==> config.mk <==
export PLATFORM = sky130hd
export DESIGN_NAME = multicycle_control
export DESIGN_NICKNAME = d
export VERILOG_FILES = /design/src/rtl/cpu_types_pkg.sv /design/src/rtl/instr_decode.sv /design/src/rtl/multicycle_control.sv
export SDC_FILE = /design/constraint.sdc
export NUM_CORES = 1
export LEC_CHECK = 0
export ABC_AREA = 1
export BUFFER_PORTS_ARGS = -buffer_cell sky130_fd_sc_hd__buf_2
export CAP_MARGIN = 10
export CORE_MARGIN = 1.5
export CORE_UTILIZATION = 49
export DETAILED_ROUTE_END_ITERATION = 8
export HOLD_SLACK_MARGIN = 0.05
export PLACE_DENSITY_LB_ADDON = 0.05
export SYNTH_ARGS = -nofsm -noshare
export SYNTH_HDL_FRONTEND = slang
export SYNTH_SLANG_ARGS = --single-unit
==> constraint.sdc <==
create_clock -name CLK -period 2.2 [get_ports CLK]
set_clock_uncertainty 0.05 [all_clocks]
set_input_delay 0.44 -clock CLK [delete_from_list [all_inputs] [get_ports CLK]]
set_output_delay 0.44 -clock CLK [all_outputs]
set_load 0.01 [all_outputs]
==> src/rtl/cpu_types_pkg.sv <==
// Shared types for the multicycle MIPS-subset control path.
// Holds opcode/funct/ALU-op encodings, the control FSM state enum, the
// instruction class used to steer sequencing, the mux select encodings and
// the decoded-control struct produced by instr_decode.
package cpu_types_pkg;

  typedef enum logic [5:0] {
    OP_RTYPE = 6'h00, OP_J     = 6'h02, OP_JAL   = 6'h03, OP_BEQ  = 6'h04,
    OP_BNE   = 6'h05, OP_ADDIU = 6'h09, OP_SLTI  = 6'h0A, OP_SLTIU = 6'h0B,
    OP_ANDI  = 6'h0C, OP_ORI   = 6'h0D, OP_XORI  = 6'h0E, OP_LUI  = 6'h0F,
    OP_LW    = 6'h23, OP_SW    = 6'h2B, OP_HALT  = 6'h3F
  } opcode_t;

  typedef enum logic [5:0] {
    FN_SLL = 6'h00, FN_SRL = 6'h02, FN_ADDU = 6'h21, FN_SUBU = 6'h23,
    FN_AND = 6'h24, FN_OR  = 6'h25, FN_XOR  = 6'h26, FN_NOR  = 6'h27,
    FN_SLT = 6'h2A, FN_SLTU = 6'h2B
  } funct_t;

  typedef enum logic [3:0] {
    ALU_SLL, ALU_SRL, ALU_ADD, ALU_SUB, ALU_AND,
    ALU_OR, ALU_XOR, ALU_NOR, ALU_SLT, ALU_SLTU
  } aluop_t;

  typedef enum logic [2:0] {
    FETCH, DECODE, EXECUTE, MEMORY, WRITEBACK, HALT
  } mc_state_t;

  // Sequencing class: which path the FSM takes after EXECUTE.
  typedef enum logic [2:0] {
    CL_ALU, CL_LW, CL_SW, CL_BEQ, CL_BNE, CL_J, CL_JAL
  } iclass_t;

  localparam logic [1:0] PCSEL_PC4  = 2'd0;
  localparam logic [1:0] PCSEL_BR   = 2'd1;
  localparam logic [1:0] PCSEL_JMP  = 2'd2;

  localparam logic [1:0] DST_RD     = 2'd0;
  localparam logic [1:0] DST_RT     = 2'd1;
  localparam logic [1:0] DST_R31    = 2'd2;

  localparam logic [1:0] WB_ALU     = 2'd0;
  localparam logic [1:0] WB_MEM     = 2'd1;
  localparam logic [1:0] WB_PC4     = 2'd2;

  localparam logic [1:0] BSEL_RT    = 2'd0;
  localparam logic [1:0] BSEL_SEXT  = 2'd1;
  localparam logic [1:0] BSEL_ZEXT  = 2'd2;
  localparam logic [1:0] BSEL_LUI   = 2'd3;

  typedef struct packed {
    aluop_t     aluop;
    logic       asel;
    logic [1:0] bsel;
    logic [1:0] reg_dst;
    logic [1:0] wb_sel;
    iclass_t    iclass;
    logic       illegal;
  } dec_t;

endpackage

==> src/rtl/instr_decode.sv <==
// Combinational instruction decoder.
// Maps opcode/funct of the held instruction to ALU op, operand selects,
// writeback destination/source, sequencing class and an illegal flag.
// Ports: op, fn (instruction fields) in; dec (dec_t) out.
// Macro JAL_EN: when defined, opcode 0x03 decodes as JAL; otherwise it is
// treated as unsupported like any other unknown opcode.
module instr_decode
  import cpu_types_pkg::*;
(
  input  opcode_t op,
  input  funct_t  fn,
  output dec_t    dec
);

  always_comb begin
    dec         = '0;
    dec.aluop   = ALU_ADD;
    dec.bsel    = BSEL_RT;
    dec.reg_dst = DST_RT;
    dec.wb_sel  = WB_ALU;
    dec.iclass  = CL_ALU;
    case (op)
      OP_RTYPE: begin
        dec.reg_dst = DST_RD;
        case (fn)
          FN_SLL:  begin dec.aluop = ALU_SLL; dec.asel = 1'b1; end
          FN_SRL:  begin dec.aluop = ALU_SRL; dec.asel = 1'b1; end
          FN_ADDU: dec.aluop = ALU_ADD;
          FN_SUBU: dec.aluop = ALU_SUB;
          FN_AND:  dec.aluop = ALU_AND;
          FN_OR:   dec.aluop = ALU_OR;
          FN_XOR:  dec.aluop = ALU_XOR;
          FN_NOR:  dec.aluop = ALU_NOR;
          FN_SLT:  dec.aluop = ALU_SLT;
          FN_SLTU: dec.aluop = ALU_SLTU;
          default: dec.illegal = 1'b1;
        endcase
      end
      OP_ADDIU: begin dec.aluop = ALU_ADD;  dec.bsel = BSEL_SEXT; end
      OP_SLTI:  begin dec.aluop = ALU_SLT;  dec.bsel = BSEL_SEXT; end
      OP_SLTIU: begin dec.aluop = ALU_SLTU; dec.bsel = BSEL_SEXT; end
      OP_ANDI:  begin dec.aluop = ALU_AND;  dec.bsel = BSEL_ZEXT; end
      OP_ORI:   begin dec.aluop = ALU_OR;   dec.bsel = BSEL_ZEXT; end
      OP_XORI:  begin dec.aluop = ALU_XOR;  dec.bsel = BSEL_ZEXT; end
      // rs is forced to $0 by the datapath, so OR with {imm,16'h0} gives LUI
      OP_LUI:   begin dec.aluop = ALU_OR;   dec.bsel = BSEL_LUI;  end
      OP_LW: begin
        dec.iclass = CL_LW;
        dec.bsel   = BSEL_SEXT;
        dec.wb_sel = WB_MEM;
      end
      OP_SW: begin
        dec.iclass = CL_SW;
        dec.bsel   = BSEL_SEXT;
      end
      OP_BEQ: begin dec.iclass = CL_BEQ; dec.aluop = ALU_SUB; end
      OP_BNE: begin dec.iclass = CL_BNE; dec.aluop = ALU_SUB; end
      OP_J:   dec.iclass = CL_J;
`ifdef JAL_EN
      OP_JAL: begin
        dec.iclass  = CL_JAL;
        dec.reg_dst = DST_R31;
        dec.wb_sel  = WB_PC4;
      end
`endif
      // OP_HALT and everything unknown end up here
      default: dec.illegal = 1'b1;
    endcase
  end

endmodule

==> src/rtl/multicycle_control.sv <==
// Multicycle control FSM for the MIPS subset.
// Sequences FETCH -> DECODE -> EXECUTE -> MEMORY/WRITEBACK over a shared
// datapath; HALT is absorbing until reset.
// Ports: CLK, nRST (sync, active low); instr/ihit from instruction memory,
// dhit from data memory, zero from the ALU; ALUOP, alu_asel, alu_bsel,
// iREN, dREN, dWEN, pc_wen, pc_sel, reg_wen, reg_dst, wb_sel, halt out.
// Outputs are decoded from state + instruction register; pc_wen also
// follows ihit in FETCH and zero in EXECUTE. All outputs are held at zero
// (ALUOP = ALU_ADD) while nRST is low, which aborts any memory access.
// Macro JAL_EN (see instr_decode) enables the JAL instruction.
module multicycle_control
  import cpu_types_pkg::*;
#(
  parameter logic [1:0] RESET_PC_SEL = 2'd0
) (
  input  logic        CLK,
  input  logic        nRST,
  input  logic [31:0] instr,
  input  logic        ihit,
  input  logic        dhit,
  input  logic        zero,
  output aluop_t      ALUOP,
  output logic        alu_asel,
  output logic [1:0]  alu_bsel,
  output logic        iREN,
  output logic        dREN,
  output logic        dWEN,
  output logic        pc_wen,
  output logic [1:0]  pc_sel,
  output logic        reg_wen,
  output logic [1:0]  reg_dst,
  output logic [1:0]  wb_sel,
  output logic        halt
);

  mc_state_t   state;
  logic [31:0] ir;
  dec_t        dec;

  // Register/immediate fields are consumed by the datapath, not here.
  logic unused_ir;
  assign unused_ir = ^ir[25:6];

  instr_decode u_dec (
    .op  (opcode_t'(ir[31:26])),
    .fn  (funct_t'(ir[5:0])),
    .dec (dec)
  );

  always_ff @(posedge CLK) begin
    if (!nRST) begin
      state <= FETCH;
      ir    <= '0;
    end else begin
      case (state)
        FETCH: if (ihit) begin
          ir    <= instr;
          state <= DECODE;
        end
        DECODE: state <= dec.illegal ? HALT : EXECUTE;
        EXECUTE: begin
          case (dec.iclass)
            CL_ALU, CL_JAL: state <= WRITEBACK;
            CL_LW, CL_SW:   state <= MEMORY;
            default:        state <= FETCH;
          endcase
        end
        MEMORY: if (dhit) state <= (dec.iclass == CL_LW) ? WRITEBACK : FETCH;
        WRITEBACK: state <= FETCH;
        HALT:      state <= HALT;
        default:   state <= FETCH;
      endcase
    end
  end

  always_comb begin
    ALUOP    = ALU_ADD;
    alu_asel = 1'b0;
    alu_bsel = BSEL_RT;
    iREN     = 1'b0;
    dREN     = 1'b0;
    dWEN     = 1'b0;
    pc_wen   = 1'b0;
    pc_sel   = RESET_PC_SEL;
    reg_wen  = 1'b0;
    reg_dst  = DST_RD;
    wb_sel   = WB_ALU;
    halt     = 1'b0;
    if (!nRST) begin
      pc_sel = '0;
    end else begin
      case (state)
        FETCH: begin
          iREN   = 1'b1;
          pc_wen = ihit;
          pc_sel = PCSEL_PC4;
        end
        EXECUTE: begin
          ALUOP    = dec.aluop;
          alu_asel = dec.asel;
          alu_bsel = dec.bsel;
          case (dec.iclass)
            CL_BEQ: begin pc_wen = zero;  pc_sel = PCSEL_BR; end
            CL_BNE: begin pc_wen = !zero; pc_sel = PCSEL_BR; end
            CL_J, CL_JAL: begin pc_wen = 1'b1; pc_sel = PCSEL_JMP; end
            default: ;
          endcase
        end
        // Operand selects stay put so the address stays stable until dhit.
        MEMORY: begin
          ALUOP    = dec.aluop;
          alu_asel = dec.asel;
          alu_bsel = dec.bsel;
          dREN     = (dec.iclass == CL_LW);
          dWEN     = (dec.iclass == CL_SW);
        end
        WRITEBACK: begin
          reg_wen = 1'b1;
          reg_dst = dec.reg_dst;
          wb_sel  = dec.wb_sel;
        end
        HALT:    halt = 1'b1;
        default: ;
      endcase
    end
  end

endmodule

After elaboration in Yosys (flattened, before gate mapping). Index checks and enable logic that the tools add are counted.

Register bits: 35. Latch bits: 0. Bits in writable memories: 0. Bits in read-only memories: 0. Output and inout bits: 19. Memories: 0.

Add/sub/neg operators: 0. Multipliers: 0. Divide/modulo/power cells: 0. $lt $le $gt $ge: 0. Equal/unequal tests: 34. Shift-type cells: 0. Muxes and demuxes: 42. Bitwise gates (word level): 0. Reductions and logical operators: 19.

Operator list (number): $eq 6x6->1 const B (10); $eq 6x4->1 const B (7); $pmux 4 s9 (1); $pmux 3 s5 (2); $pmux 4 s7 (1); $mux 1 (18); $mux 2 (8); $reduce_or 2->1 (8); $eq 3x3->1 const B (5); $eq 3x2->1 const B (4); $eq 6x2->1 const B (2); $eq 6x3->1 const B (2); $logic_not 6->1 (2); $mux 3 (4); $reduce_or 12->1 (1); $reduce_or 10->1 (1); $mux 4 (2); $eq 3x1->1 const B (2); $logic_not 3->1 (2); $pmux 2 s3 (1); $pmux 3 s2 (1); $reduce_or 5->1 (1); $ne 2x2->1 const B (2); $pmux 1 s2 (2); 5 further kinds (6).

Depth between registers and ports, before layout. Gate-level depths: netlist (run 1).

Word-level depth: 7. Gate-level depth with buffers: 11.

Modules after synthesis. A second synthesis (run 1) with hierarchy kept.

Cell total of the unflattened synthesis: 230. Area total of the unflattened synthesis: 1368.8 um^2.

Modules (own cells, without submodules): multicycle_control (times used 1, cells an instance 140, area an instance 948.4 um^2, seq. area each 300.3 um^2); instr_decode (times used 1, cells an instance 90, area an instance 420.4 um^2, seq. area each 0.0 um^2).

Worst setup path before layout (run 1). No wires, ideal clock.

Kind: reg-to-output. Start point: register ir[30]. End point: output pc_sel[1]. Arrival time: 1.193 ns. Setup slack: 0.517 ns. Cell stages (with the launch flop): 6. Path through: dfxtp_1 -> nor2_4 -> nand3_2 -> nand2_2 -> nand3_1 -> a311oi_1.

Word-level cells in the longest chain between the ends: 7. Elaborated cells between the ends (all ways): 15. Those cells by class: 9 x eq/ne; 4 x mux; 2 x reduce/logical.

RTL lines: start, declared (RTL line multicycle_control.sv:37) `logic [31:0] ir;`; start signal, assigned (RTL line multicycle_control.sv:57) `ir <= instr;`; $eq 6x2->1, or another cell as far along (RTL line instr_decode.sv:22) `case (op)`; $pmux 3 s5 (*) (RTL line instr_decode.sv:22); $eq 3x3->1 or $eq 3x2->1 (tied branches) (RTL line multicycle_control.sv:102) `case (dec.iclass)`; $reduce_or 2->1 (on tied branches); $pmux 2 s2 (*) (RTL line multicycle_control.sv:102); $mux 2 (*) (RTL line multicycle_control.sv:92) `case (state)`; $mux 2 (*) (RTL line multicycle_control.sv:89) `if (!nRST) begin`; end, declared (RTL line multicycle_control.sv:29) `output logic [1:0] pc_sel,`.

Every way passes the cells marked *; elsewhere a longest branch is shown, timed or not.

Worst setup path after layout (run 1).
Start point: register ir[30]. End point: output ALUOP[2].

Word-level cells in the longest chain between the ends: 5. Elaborated cells between the ends (all ways): 14. Those cells by class: 8 x eq/ne; 3 x mux; 3 x reduce/logical.

RTL lines: $eq 6x3->1 or $eq 6x4->1 (tied branches) (RTL line instr_decode.sv:22); $reduce_or 2->1 (no line); $pmux 4 s7 (*) (RTL line instr_decode.sv:22); $mux 4 (*) (RTL line multicycle_control.sv:92); $mux 4 (*) (RTL line multicycle_control.sv:89); end, declared (RTL line multicycle_control.sv:22) `output aluop_t ALUOP,`.

Marked as above.

==> results of run 1 <==
==> worst paths after layout <==
check,startpoint,end,slack [ns]
worst min-delay path,instr[5],ir[5],0.37
worst max-delay path,ir[30],ALUOP[2],0.08
worst min register to register,ir[0],ir[0],0.45
worst max register to register,ir[31],state[2],0.74
==> final cells by class <==
cell class | count | area share
inverter | 28 | 0.0748
clock buffer | 4 | 0.0187
tap | 28 | 0.0249
multi-input combinational | 137 | 0.512
timing repair buffer | 39 | 0.150
sequential | 15 | 0.220
==> per-stage QoR <==
step	worst slack [ns]	utilization	power [µW]	setup TNS (ns)	hold WS (ns)
after CTS	0.00447	0.609	1280	0	0.370
final	0.0847	0.641	1360	0	0.369
after detailed placement	0.322	0.597	1120	0	0.416
after global routing	-0.0303	0.641	1490	-0.0533	0.390
after floorplan	0.517	-	965	0	0.394
after global placement	0.332	0.597	1100	0	0.405
==> registers in the layout (all words and copies together) (netlist names) <==
| register | flops |
|---|---|
| ir | 12 |
| state | 3 |
==> layer usage <==
metal,GRT usage,part of all wire,up-vias
li1,-,-,680
met1,0.311,0.47,586
met2,0.410,0.45,52
met3,0.0417,0.070,6
met4,0.0766,0.013,0
met5,0,0,-
==> critical path, stage by stage, from the launching register on <==
cell      delay, ns
dfxtp_1        0.38
nor2_4         0.19
nand3_2        0.16
inv_2          0.12
nand2_1        0.06
a211oi_1       0.24
buf_2          0.18
==> cells in the final DEF, fill, tap and decap left out, drive strengths merged, types with 2 or more instances in the layout <==
cell	instances
o21ai	14
inv	27
clkbuf	4
nand3	23
conb	2
buf	39
a21oi	16
nand2	36
nor3	4
nor2	31
dfxtp	15
==> logic make-up after synthesis <==
| group | Yosys count | synth area share |
|---|---|---|
| DFF | 15 | 0.269 |
| and+or+nand+nor | 95 | 0.409 |
| buffers and inverters | 33 | 0.120 |
| other | 1 | 0.00336 |
| AOI/OAI and AO/OA | 39 | 0.199 |
==> power by group through the flow <==
stage / sequential [µW] / combinational [µW] / clock [µW]
2_1_floorplan: 427 / 538 / 0
3_3_place_gp: 439 / 663 / 0
3_5_place_dp: 443 / 675 / 0
4_1_cts: 437 / 678 / 161
5_1_grt: 471 / 847 / 171
6_report: 458 / 749 / 156
==> what timing repair did <==
item,CTS,global route
endpoints found under the setup margin,0,4
buffers inserted,0,4
resized for setup,0,14
hold buffers,0,0
==> summary.md, run 1 <==
| Metric | Value |
|---|---|
| WL/cell | `11.6 µm` |
| Register area | `309 µm²` |
| Tmin final | `2.12 ns` |
| Synth warn | `0` |
| H-tree levels | `1` |
| Pleak | `0.000699 µW` |
| Vias in the first global route | `1178` |
| Clock share of power | `0.115` |
| Syn Area/Cell | `between 6 and 7 µm²` |
| #FFs+latches synth | `15` |
| Worst reg2reg path depth | `11` |
| Core area | `about 2200 µm²` |
| Hold Crit Class | `input pin to flip-flop` |
| Post-Place Cells | `~240` |
| Outcome | `complete, no violations` |
| Dominant cell type by area after synthesis | `dfxtp_1` |
| CP Class | `flip-flop to primary output` |
| CP arrival | `1.63 ns` |
| Io pins | `56` |
| Pin count of the biggest net entering global routing | `23` |
| Fin crit share | `0.961` |
| Initial DRC count | `32` |
| Initial antenna violation count | `0` |
| Proportion of layout cells with a drive suffix above 1 | `0.336` |
| Clk sinks | `15` |
| Final HPWL DP | `2.20 mm` |
| Vias | `about 1300` |
| Internal | `700 µW` |
| Post-Syn Area | `1120 µm²` |
| Combinational share of power | `0.549` |
| Routed Wire Length | `2.92 mm` |
| WP data required | `1.71 ns` |
| Port Buf Inserts | `33` |
| Layout fillers | `239` |
| Clock Latency Late Sink | `0.28 ns` |
| Max-slew violations | `0` |
| Final setup violation count | `0` |
| Multi-input gate area | `between 700 and 800 µm²` |
| Peak VDD IR | `0.000627 V` |
| Clock Path Buffers | `2` |
| Chip Width | `50.8 µm` |
| Synth unique cells | `30` |
| Total global routing overflow | `0` |
| Total Routing Usage GR | `0.242` |
| Routed vias/inst | `5.27` |
| Dpl cell area | `1310 µm²` |
| WHS Path Cells | `3` |
| Synth cell count leaders | `32 x nand2_1, 24 x inv_1, 22 x nor2_1` |
| Number of nets in the layout | `261` |
| # DRC | `0` |
| Initial Util | `0.510` |
| Maxcap violations | `0` |
| Net Switching | `about 660 µW` |
| Pwr/cell area | `970 nW/µm²` |
| Final Cell Area | `around 1400 µm²` |
| Fmax | `0.473 GHz` |
| Post-route ant nets | `0` |
| Sw Ratio | `0.487` |
| Final hold violations | `0` |
| Most common flop cell mapped by yosys | `dfxtp_1` |
| Die Ht | `50.8 µm` |
| RSZ-0062 raised after global routing | `yes` |
| Site Rows | `17` |
| EDFF count, synth | `0` |
| Placer Congestion | `0.868` |
| Area Growth Syn to Fin | `25.8%` |
| CP Launch Type | `flip-flop` |
| CTS Buf Count | `3` |
| First-pass GRT wire length | `4.77 mm` |
| CP Capture Type | `primary output` |
| Root buf cell | `clkbuf_4` |
| Iteration count of the initial detailed-routing pass | `4` |
| Synth top area cells | `dfxtp_1 27%, nand2_1 11%, nand3_1 8.5%, inv_1 8.1%, nor2_1 7.4%` |
| CTS tree | `built` |
| Sequential area share after synthesis | `0.269` |
| Total die area | `between 2000 and 3000 µm²` |
| Sequential share of power | `0.336` |
| FFs w/ async S/R, synth | `0` |
| Syn Inst Count | `approximately 180` |
| CTS clock-pin slew for the worst setup and hold paths | `~0.08 ns` |
| Top-count cell post-synth | `nand2_1` |
| Diode count | `0` |
| Top fanout value on the critical path | `5` |
| Top-area cell type share of the netlist area | `0.269` |
| Fin cells | `about 250` |
Note: power is estimated with default switching activity, not from simulation.
==> run 2: changes to the inputs <==
Settings changed: CELL_PAD_IN_SITES_DETAIL_PLACEMENT set to 1, CELL_PAD_IN_SITES_GLOBAL_PLACEMENT set to 2, CORE_UTILIZATION 49 to 23, CTS_CLUSTER_DIAMETER set to 100.
==> run 2 against run 1 <==
Compared with the run above:
- hold slack better by 0.033 ns
- core utilization down 33 points
- first-iteration DRC count up 3.1%
- die area up 110%
- final area up 3.2%
- combinational power up 4.5%
- worst setup slack better by 0.010 ns
- fmax up 0.50%
- global-route usage down 9.9 points
- register-to-register slack worse by 0.18 ns
- sequential share of layout area down 0.94 points
==> summary.md, run 2 (synthesis gave the netlist of run 1 again) <==
| Metric | Value |
|---|---|
| Multi-input gate area | `731 µm² (was 719 µm²)` |
| Core area | `4690 µm² (was 2190 µm²)` |
| Proportion of layout cells with a drive suffix above 1 | `0.326 (was 0.336)` |
| CP top delay family | `flip-flops (was simple AND/OR/NAND/NOR gates)` |
| Diode count | `0 (unchanged)` |
| Worst reg2reg path depth | `11 (unchanged)` |
| Io pins | `56 (unchanged)` |
| WHS Path Cells | `3 (unchanged)` |
| Final Cell Area | `1450 µm² (was 1410 µm²)` |
| Die Ht | `72.7 µm (was 50.8 µm)` |
| Chip Width | `72.7 µm (was 50.8 µm)` |
| Post-route ant nets | `0 (unchanged)` |
| Beginning of the critical path | `ir[31] (was ir[30])` |
| Worst reg2reg setup slack | `0.56 ns (was 0.74 ns)` |
| CP Launch Type | `flip-flop (unchanged)` |
| WL/cell | `13.6 µm (was 11.6 µm)` |
| Vias | `1282 (was 1324)` |
| Clock Latency Late Sink | `0.25 ns (was 0.28 ns)` |
| WP data required | `1.71 ns (about the same)` |
| Fin Setup TNS | `0 ns (unchanged)` |
| CP arrival | `1.61 ns (was 1.63 ns)` |
| Vias in the first global route | `1264 (was 1178)` |
| CP Class | `flip-flop to primary output (unchanged)` |
| Max-slew violations | `0 (unchanged)` |
| CP max stage delay | `0.44 ns (was 0.38 ns)` |
| CTS clock-pin slew for the worst setup and hold paths | `0.06 ns (was 0.08 ns)` |
| Pin count of the biggest net entering global routing | `23 (unchanged)` |
| Maxcap violations | `0 (unchanged)` |
| Placer Congestion | `0.835 (was 0.868)` |
| Slowest-stage cell, CP | `dfxtp_1 (unchanged)` |
| CTS Buf Count | `3 (unchanged)` |
| Pwr/cell area | `1010 nW/µm² (was 970 nW/µm²)` |
| Tmin final | `2.10 ns (was 2.12 ns)` |
| Iteration count of the initial detailed-routing pass | `4 (unchanged)` |
| Pleak | `0.000703 µW (was 0.000699 µW)` |
| Dpl cell area | `1360 µm² (was 1310 µm²)` |
| # DRC | `0 (unchanged)` |
| Clock Path Buffers | `2 (unchanged)` |
| H-tree levels | `1 (unchanged)` |
| Site Rows | `25 (was 17)` |
| Final HPWL DP | `3.05 mm (was 2.20 mm)` |
| Area Growth Syn to Fin | `29.8% (was 25.8%)` |
| Peak VDD IR | `0.000440 V (was 0.000627 V)` |
| Worst path depth | `5 (was 6)` |
| Total Routing Usage GR | `0.143 (was 0.242)` |
| Max reg flops | `12 (unchanged)` |
| Root buf cell | `clkbuf_8 (was clkbuf_4)` |
| Biggest registers after layout | `ir: 12 flops, state: 3 flops (unchanged)` |
| Initial antenna violation count | `0 (unchanged)` |
| Crit-path cells | `inv_1 -> nor2_4 -> nand3_2 -> a311oi_2 -> buf_2 (was nor2_4 -> nand3_2 -> inv_2 -> nand2_1 -> a211oi_1 -> buf_2)` |
| Hold Path End | `ir[30] (was ir[5])` |
| CTS tree | `built (unchanged)` |
| RSZ-0062 raised after global routing | `no (was yes)` |
| CP Capture Type | `primary output (unchanged)` |
| Outcome | `complete, no violations (unchanged)` |
| Port Buf Inserts | `33 (unchanged)` |
| Final hold violations | `0 (unchanged)` |
| Critical R2R Capture | `state[2] (unchanged)` |
| Total die area | `5290 µm² (was 2580 µm²)` |
| Hold Crit Class | `input pin to flip-flop (unchanged)` |
| Initial Util | `0.238 (was 0.510)` |
| Initial DRC count | `33 (was 32)` |
| Fmax | `0.475 GHz (was 0.473 GHz)` |
| Most frequent cells in the layout | `33 x buf_2, 32 x nand2_1, 24 x inv_1 (was 33 x buf_2, 32 x nand2_1, 22 x inv_1)` |
| Layout fillers | `634 (was 239)` |
| Final setup violation count | `0 (unchanged)` |
| Top fanout value on the critical path | `5 (unchanged)` |
| Clk sinks | `15 (unchanged)` |
| Most common cell after layout, fill and taps aside | `buf_2 (unchanged)` |
| Most flops, register | `ir (unchanged)` |
| Fin crit share | `0.957 (was 0.961)` |
| Routed Wire Length | `3.73 mm (was 2.92 mm)` |
| Crit path buf inv count | `2 (unchanged)` |
| Hold_sp | `instr[30] (was instr[5])` |
| Total global routing overflow | `0 (unchanged)` |
| Register area | `305 µm² (was 309 µm²)` |
| R2R Path Start | `ir[31] (unchanged)` |
| First-pass GRT wire length | `5.84 mm (was 4.77 mm)` |
| Routed vias/inst | `4.66 (was 5.27)` |
| Number of nets in the layout | `259 (was 261)` |
[run 2: cell type report]
cell class,count,area share
multi-input cells,137,0.504
flip-flops and latches,15,0.211
repair buffers,37,0.135
inverters,28,0.0725
well taps,54,0.0466
clock buffers,3,0.0285
clock inverters,1,0.00345
[run 2: repair_timing]
| action | in CTS | in global routing |
|---|---|---|
| gates resized for setup | 0 | 13 |
| hold buffers | 0 | 0 |
| endpoints found under the setup margin | 0 | 3 |
| hold endpoints to repair | 0 | 0 |
| buffers inserted | 0 | 0 |
[run 2: per-layer routing]
| layer | up-vias | global-route usage | share of wire |
|---|---|---|---|
| li1 | 674 | - | - |
| met1 | 575 | 0.191 | 0.50 |
| met2 | 27 | 0.234 | 0.46 |
| met3 | 6 | 0.0166 | 0.025 |
| met4 | 0 | 0.0608 | 0.019 |
| met5 | - | 0 | 0 |
[run 2: stage by stage]
stage / total power, µW / instances / setup WS [ns] / hold slack (ns) / util
2_1_floorplan: 965 / 184 / 0.517 / 0.394 / -
5_1_grt: 1590 / 275 / 0.00415 / 0.408 / 0.309
3_3_place_gp: 1180 / 270 / 0.336 / 0.410 / 0.289
6_report: 1460 / 275 / 0.0951 / 0.402 / 0.309
3_5_place_dp: 1190 / 270 / 0.323 / 0.426 / 0.289
4_1_cts: 1420 / 274 / 0.0784 / 0.406 / 0.299
[run 2: worst max-delay path by stage]
stage / slack (ns) / endpoint
after floorplan: 0.52 / pc_sel[1]
after global placement: 0.34 / wb_sel[0]
after detailed placement: 0.32 / wb_sel[0]
after CTS: 0.08 / pc_sel[1]
after global routing: 0.004 / pc_sel[1]
final: 0.1 / pc_sel[1]
[run 2: tightest hold or removal path: stages]
cell and delay, ns:
buf_2 0.10, nand3_1 0.07, a21oi_1 0.06
[run 2: report_power, final]
| part | switching [µW] | internal (µW) | total, µW |
|---|---|---|---|
| registers | 96.5 | 358 | 455 |
| clock network | 101 | 125 | 227 |
| logic | 529 | 254 | 783 |
| total | 726 | 738 | 1460 |
